`config.mk`:
```
export PLATFORM = sky130hd
export DESIGN_NAME = step_ram_flat
export DESIGN_NICKNAME = d
export VERILOG_FILES = /design/src/rtl/step_ram_if.sv /design/src/rtl/step_ram.sv /design/src/flat_wrapper.sv
export SDC_FILE = /design/constraint.sdc
export NUM_CORES = 1
export LEC_CHECK = 0
export CAP_MARGIN = 10
export CORE_MARGIN = 3
export CORE_UTILIZATION = 59
export DETAILED_ROUTE_END_ITERATION = 12
export GPL_TIMING_DRIVEN = 0
export PLACE_DENSITY = 0.84
export SLEW_MARGIN = 20
export SYNTH_ARGS = -nofsm -noshare
export SYNTH_HDL_FRONTEND = slang
export SYNTH_SLANG_ARGS = --single-unit
```
`constraint.sdc`:
```
create_clock -name clk -period 4.4 [get_ports clk]
set_input_delay 0.88 -clock clk [delete_from_list [all_inputs] [get_ports clk]]
set_output_delay 0.88 -clock clk [all_outputs]
set_load 0.005 [all_outputs]
```
`src/rtl/step_ram_if.sv`:
```
// Bus bundle for step_ram: write strobe, four-phase read handshake
// and the busy flag reported during the post-reset clear sweep.
interface step_ram_if #(
  parameter int DATA_WIDTH = 8,
  parameter int ADDR_WIDTH = 2
);
  logic                  write;
  logic [ADDR_WIDTH-1:0] WriteAddr;
  logic [DATA_WIDTH-1:0] WriteData;
  logic                  read;
  logic [ADDR_WIDTH-1:0] ReadAddr;
  logic [DATA_WIDTH-1:0] ReadData;
  logic                  ReadReady;
  logic                  Busy;

  modport master (
    output write, WriteAddr, WriteData,
    output read, ReadAddr,
    input  ReadData, ReadReady, Busy
  );

  modport slave (
    input  write, WriteAddr, WriteData,
    input  read, ReadAddr,
    output ReadData, ReadReady, Busy
  );
endinterface

```
`src/rtl/step_ram.sv`:
```
// Step memory for button patterns: single-cycle writes, four-phase
// reads, and a zeroing sweep after every reset.
module step_ram #(
  parameter int DATA_WIDTH = 8,
  parameter int ADDR_WIDTH = 2
) (
  input logic       clk,
  input logic       reset,
  step_ram_if.slave bus
);
  localparam int DEPTH = 2 ** ADDR_WIDTH;

  typedef enum logic [1:0] {
    CLEAR,
    IDLE,
    FETCH,
    DONE
  } state_e;

  state_e                state_q, state_d;
  logic [ADDR_WIDTH-1:0] cnt_q, cnt_d;
  logic [ADDR_WIDTH-1:0] addr_q, addr_d;
  logic [DATA_WIDTH-1:0] rdata_q, rdata_d;
  logic [DATA_WIDTH-1:0] mem [DEPTH];
  logic                  fwd;

  always_ff @(posedge clk) begin
    if (reset) begin
      state_q <= CLEAR;
      cnt_q   <= '0;
      addr_q  <= '0;
      rdata_q <= '0;
    end else begin
      state_q <= state_d;
      cnt_q   <= cnt_d;
      addr_q  <= addr_d;
      rdata_q <= rdata_d;
    end
  end

  // Sweep owns the array while clearing; user writes are dropped then.
  always_ff @(posedge clk) begin
    if (!reset) begin
      if (state_q == CLEAR)
        mem[cnt_q] <= '0;
      else if (bus.write)
        mem[bus.WriteAddr] <= bus.WriteData;
    end
  end

  assign fwd = bus.write && (bus.WriteAddr == addr_q);

  always_comb begin
    state_d = state_q;
    cnt_d   = cnt_q;
    addr_d  = addr_q;
    rdata_d = rdata_q;
    unique case (state_q)
      CLEAR: begin
        cnt_d = cnt_q + 1'b1;
        if (cnt_q == '1)
          state_d = IDLE;
      end
      IDLE: begin
        if (bus.read) begin
          addr_d  = bus.ReadAddr;
          state_d = FETCH;
        end
      end
      FETCH: begin
        rdata_d = fwd ? bus.WriteData : mem[addr_q];
        state_d = DONE;
      end
      DONE: begin
        if (!bus.read)
          state_d = IDLE;
      end
      default: state_d = CLEAR;
    endcase
  end

  always_comb begin
    bus.ReadData  = rdata_q;
    bus.ReadReady = (state_q == DONE);
    bus.Busy      = (state_q == CLEAR);
  end
endmodule

```
`src/flat_wrapper.sv`:
```
// flat-port wrapper written by rule: the top's interface ports become plain ports
module step_ram_flat 
#(
  parameter int DATA_WIDTH = 8,
  parameter int ADDR_WIDTH = 2
)
  (clk, reset, bus_write, bus_WriteAddr, bus_WriteData, bus_read, bus_ReadAddr, bus_ReadData, bus_ReadReady, bus_Busy);
  step_ram_if #(.DATA_WIDTH(DATA_WIDTH), .ADDR_WIDTH(ADDR_WIDTH)) bus_i ();
  input logic clk;
  input logic reset;
  input wire logic [$bits(bus_i.write)-1:0] bus_write;
  input wire logic [$bits(bus_i.WriteAddr)-1:0] bus_WriteAddr;
  input wire logic [$bits(bus_i.WriteData)-1:0] bus_WriteData;
  input wire logic [$bits(bus_i.read)-1:0] bus_read;
  input wire logic [$bits(bus_i.ReadAddr)-1:0] bus_ReadAddr;
  output wire logic [$bits(bus_i.ReadData)-1:0] bus_ReadData;
  output wire logic [$bits(bus_i.ReadReady)-1:0] bus_ReadReady;
  output wire logic [$bits(bus_i.Busy)-1:0] bus_Busy;
  assign bus_i.write = bus_write;
  assign bus_i.WriteAddr = bus_WriteAddr;
  assign bus_i.WriteData = bus_WriteData;
  assign bus_i.read = bus_read;
  assign bus_i.ReadAddr = bus_ReadAddr;
  assign bus_ReadData = bus_i.ReadData;
  assign bus_ReadReady = bus_i.ReadReady;
  assign bus_Busy = bus_i.Busy;
  step_ram #(.DATA_WIDTH(DATA_WIDTH), .ADDR_WIDTH(ADDR_WIDTH)) u_core (.clk(clk), .reset(reset), .bus(bus_i));
endmodule
```
Word level (Yosys, flattened, before mapping)
Memory sizes are Yosys's and may differ from the RTL's. A register that Yosys moved wholly into a read port is not among the register bits.
Index checks and enable logic that the tools add are counted.
{"block": "totals", "ff_bits": 6, "ram_bits": 32, "output_inout_bits": 10, "elab_cells": 30, "n_memories": 1}
{"block": "op_classes", "addsub": 1, "eq_ne": 7, "n_mux": 14, "reduce_logical": 4}
{"name": "u_core.mem", "words": 4, "width": 8, "rd": 1, "rd_ports_with_merged_regs": 1, "wr": 1, "line": "step_ram.sv:24", "source": "logic [DATA_WIDTH-1:0] mem [DEPTH];"}
{"cell": "$mux W1", "n": 8}
{"cell": "$mux W2", "n": 4}
{"cell": "$mux W8", "n": 1}
{"cell": "$pmux W2 S4", "n": 1}
{"cell": "$reduce_or A8 Y1", "n": 1}
{"cell": "$eq A2 B2 Y1 const B", "n": 3}
{"cell": "$ne A2 B2 Y1 const B", "n": 2}
{"cell": "$reduce_and A3 Y1", "n": 1}
{"cell": "$add A2 B1 Y2 const B", "n": 1}
{"cell": "$eq A2 B1 Y1 const B", "n": 1}
{"cell": "$logic_not A2 Y1", "n": 1}
{"cell": "$ne A2 B1 Y1 const B", "n": 1}
{"cell": "$reduce_and A2 Y1", "n": 1}

Logic depth before layout (Yosys ltp)
{"block": "depth", "ltp_word": 6, "mapped_depth": 7, "mapped_depth_nobuf": 6}

Worst setup path after synthesis
Ideal clock, no wire load.
{"block": "synth_path", "path_type": "input to register", "from": "in reset", "to": "mem u_core.mem[1][0], enable pin", "arrival_time_ns": 2.311, "slack_ns": 1.704, "stages": 4, "cell_sequence": "buf_2 -> nor3b_4 -> mux2i_1 -> nor3b_1"}
{"block": "synth_between", "elab_chain_len": 4, "elab_cells_between_ends": 7, "cone_classes": "6 x mux; 1 x reduce/logical"}
{"item": "start, declared", "line": "flat_wrapper.sv:10", "source": "input logic reset;"}
{"item": "$mux W1", "line": "step_ram.sv:43", "source": "if (!reset) begin"}
{"item": "$mux W1 (not written as such)", "line": "step_ram.sv:47", "source": "mem[bus.WriteAddr] <= bus.WriteData;"}
{"item": "$reduce_or A8 Y1 (no source line)"}
{"item": "$mux W2 (no source line) / $mux W1 (equally long branches)"}
{"item": "end, declared", "line": "step_ram.sv:24"}
Parallel ways exist; a longest one is shown, timed or not.

Worst setup path after layout
{"block": "layout_path", "from": "in bus_write", "to": "mem u_core.mem[1][4], enable pin"}
{"block": "layout_between", "elab_chain_len": 6, "elab_cells_between_ends": 7, "cone_classes": "6 x mux; 1 x reduce/logical"}
{"item": "start, declared", "line": "flat_wrapper.sv:11", "source": "input wire logic [$bits(bus_i.write)-1:0] bus_write;"}
{"item": "$mux W1 (*)", "line": "step_ram.sv:46", "source": "else if (bus.write)"}
{"item": "$mux W1 (*)", "line": "step_ram.sv:44", "source": "if (state_q == CLEAR)"}
{"item": "$mux W1 (*)", "line": "step_ram.sv:43"}
{"item": "$mux W1 (not written as such) (*)", "line": "step_ram.sv:47"}
{"item": "$reduce_or A8 Y1 (no source line)"}
{"item": "$mux W2 (no source line) / $mux W1 (equally long branches)"}
Every way passes the cells marked *; elsewhere a longest branch is shown, timed or not.

==> summary.md <==
| Metric | Value |
|---|---|
| Number of global-route vias before repair | 1440 |
| Sequential area share after synthesis | 56.9% |
| Initial antenna violation count | 0 |
| Pins Over Slew Limit | 0 |
| Post-cts sizing count | 0 |
| R2r endpoint | u_core.mem[1][4] |
| Overflow after GRT | 0 |
| Core box area | 3440 sq um |
| Largest net degree at the start of global routing | 15 |
| Final HPWL from detailed placement | 3310 um |
| FF-to-FF path depth | 6 |
| Flops & latches, synth | 46 |
| Status | completed |
| WHS Endpoint | u_core.bus.ReadData[4] |
| Clk sinks | 46 |
| P per Cell Area | 531 nW/um^2 |
| Starting Density | 63.4% |
| CTS tree | yes |
| Buffers on Ports | 24 |
| Avg WL per Cell | 20.3 um |
| WP data arrival | 3.10 ns |
| Reg2reg setup slack | 1.45 ns |
| Cell Rows | 21 |
| Post-route ant nets | 0 |
| Final Critical Period | 3.17 ns |
| Final Wtd Congestion | 0.775 |
| IO Pins | 26 |
| DR pass1 iterations | 4 |
| H-tree depth | 2 |
| Worst hold start | u_core.bus.ReadData[4] |
| DRT Wirelength | 4660 um |
| CP max FO | 9 |
| Clk slew on worst S/H paths | 0.08 ns |
| Leak | 0.867 nW |
| Die width | 66.8 um |
| Initial DRC count | 67 |
| FILL cells | 215 |
| Worst Hold Path Cells | 2 |
| Area delta synth->final | 18.3% |
| Endpoints failing hold | 0 |
| Cell Area, Synth | 2180 sq um |
| Setup violators final | 0 |
| Worst IR Drop VDD | 0.000295 V |
| Share of layout cells above drive strength 1 | 18.6% |
| Worst setup path class | input port to flop |
| Clock Tree Buf Depth | 2 |
| Mean Syn Cell Area | 14.5 sq um |
| Vias per cell | 6.27 |
| Fin crit share | 72.1% |
| Worst-margin pin slew | 0.861 ns |
| DR vias | 1435 |
| Rel. slew slack | 42.4% |
| Crit end category | flop |
| Clock Skews | 0.00882 ns |
| Clock Latency Late Sink | 0.30 ns |
| Startpoint types | input port |
| Die ar. | 4460 sq um |
| Cell variety after synth | 37 |
| Syn Inst Count | 151 |
| First-pass GRT wire length | 7310 um |
| Height of the chip | 66.8 um |
| Post-CTS Setup Bufs | 0 |
| Setup TNS | 0 ns |
| All-Layer GR Usage | 23.0% |
| CTS hold repair buffers | 0 |
| Finished Core Util | 75.0% |
| Nets@finish | 203 |
| Met2 Resource Use GR | 41.5% |
| R2r startpoint | u_core.state_q[0] |
| Met3 Use GR | 3.71% |
| Fmax | 0.315 GHz |
| TritonCTS buffer count | 5 |
| Number of max-cap violations | 0 |
| Post-Synthesis Net Count | 172 |
| Root Driver | clkbuf_8 |
| Most Crowded Layer GR | met2 |
| RSZ-0062 raised after global routing | no |
| DR DRC count | 0 |
| Req. time, crit path | 4.33 ns |
| Hold WC Path Type | flop to flop |
| Ys Warns | 0 |
| # diodes | 0 |
| Met1 Usage GRT | 26.9% |
[worst max path at each step]
stage                          from          endpoint  slack (ns)  depth (start not counted)
after CTS                 bus_write  u_core.mem[1][4]        1.24                          4
after floorplan               reset  u_core.mem[1][0]        1.70                          4
after detailed placement  bus_write  u_core.mem[1][6]        0.92                          4
after global routing      bus_write  u_core.mem[1][7]        1.16                          4
final                     bus_write  u_core.mem[1][4]        1.23                          4
after global placement    bus_write  u_core.mem[1][6]        0.64                          4
[synthesized netlist by cell type]
master,instances,share of area (%)
o22ai_1,1,0.29
ha_1,5,2.9
a21o_2,2,0.80
nor3_1,1,0.23
inv_1,3,0.52
mux2i_1,4,1.8
nand3_1,2,0.46
and3b_1,1,0.40
o31ai_1,8,2.8
a221oi_1,1,0.40
nor3b_1,2,0.69
a21oi_1,3,0.69
buf_1,1,0.17
a22oi_4,1,0.97
clkbuf_1,2,0.34
buf_4,1,0.34
buf_2,1,0.23
nor2_1,11,1.9
xnor2_1,2,0.80
nand2_1,4,0.69
a21oi_4,2,1.5
xnor2_2,1,0.75
a31oi_1,1,0.29
nand4_1,8,2.3
buf_6,2,1.0
a22o_4,1,0.80
dfxtp_1,14,13
a22oi_1,1,0.34
and2_2,8,2.8
edfxtp_1,32,44
mux4_2,3,3.1
nand2b_1,4,1.1
nor3b_4,1,0.86
mux4_1,5,6.0
a311oi_1,8,3.2
nor2b_4,1,0.63
or2b_1,3,1.0
[where the power goes]
group | internal [mW] | switching (mW)
clock | 0.112 | 0.140
sequential | 0.567 | 0.0456
combinational | 0.227 | 0.279
[cell usage in the layout, fill, tap and decap left out, types with 2 or more instances in the layout]
master | synthesis | layout
edfxtp_1 | 32 | 32
a21oi_4 | 2 | 2
clkdlybuf4s50_1 | 0 | 24
a21oi_1 | 3 | 3
dfxtp_1 | 14 | 14
nor3b_2 | 0 | 2
mux4_1 | 5 | 5
mux4_2 | 3 | 3
a21o_2 | 2 | 2
clkbuf_1 | 2 | 3
clkbuf_8 | 0 | 5
nand2_1 | 4 | 4
nand3_1 | 2 | 2
o31ai_1 | 8 | 8
xnor2_1 | 2 | 2
inv_1 | 3 | 3
nand2b_1 | 4 | 4
a311oi_1 | 8 | 8
nor2_1 | 11 | 11
nand4_1 | 8 | 8
mux2i_1 | 4 | 4
ha_1 | 5 | 5
and2_2 | 8 | 8
or2b_1 | 3 | 3
buf_6 | 2 | 2
[critical path, stage by stage]
cell and delay (ns):
clkdlybuf4s50_1 0.54, nor3b_4 0.44, mux2i_1 0.46, nor3b_2 0.79
[flip-flops by register name, indices dropped and copies added, names as in the netlist]
register	flops
u_core.addr_q	2
u_core.bus.ReadData	8
u_core.state_q	2
u_core.cnt_q	2
u_core.mem	32
[logic make-up after synthesis]
kind of cell	synth area share (%)
buffers and inverters	2.64
XOR/XNOR	1.55
adder cells (fa/ha/maj)	2.87
AO/OA/AOI/OAI	12.0
multiplexers	11.0
AND/OR/NAND/NOR	13.1
flip-flops	56.9
[layer usage]
metal | up-vias | routed length (um)
li1 | 660 | -
met2 | 56 | 2460
met1 | 711 | 1910
met4 | 0 | 60
met5 | - | 0
met3 | 8 | 229
[stage by stage]
step                setup WS, ns  power, mW  hold WS, ns  area [sq um]  std cells
floorplan                   1.70      0.957        0.476          2180        151
global placement           0.637       1.08        0.480          2480        221
detailed placement         0.922       1.12        0.489          2490        221
CTS                         1.24       1.37        0.501          2580        229
global route                1.16       1.44        0.521          2580        229
finish                      1.23       1.37        0.499          2580        229
[cell type report]
class | count | area (sq um) | area share (%)
plain buffers | 7 | 46.3 | 1.79
clock buffers | 6 | 72.6 | 2.81
clock inverters | 2 | 13.8 | 0.533
inverters | 3 | 11.3 | 0.436
multi-input cells | 95 | 898 | 34.8
flip-flops and latches | 46 | 1240 | 48.1
well taps | 46 | 57.6 | 2.23
repair buffers | 24 | 240 | 9.31
(Power assumes the default switching activity.)
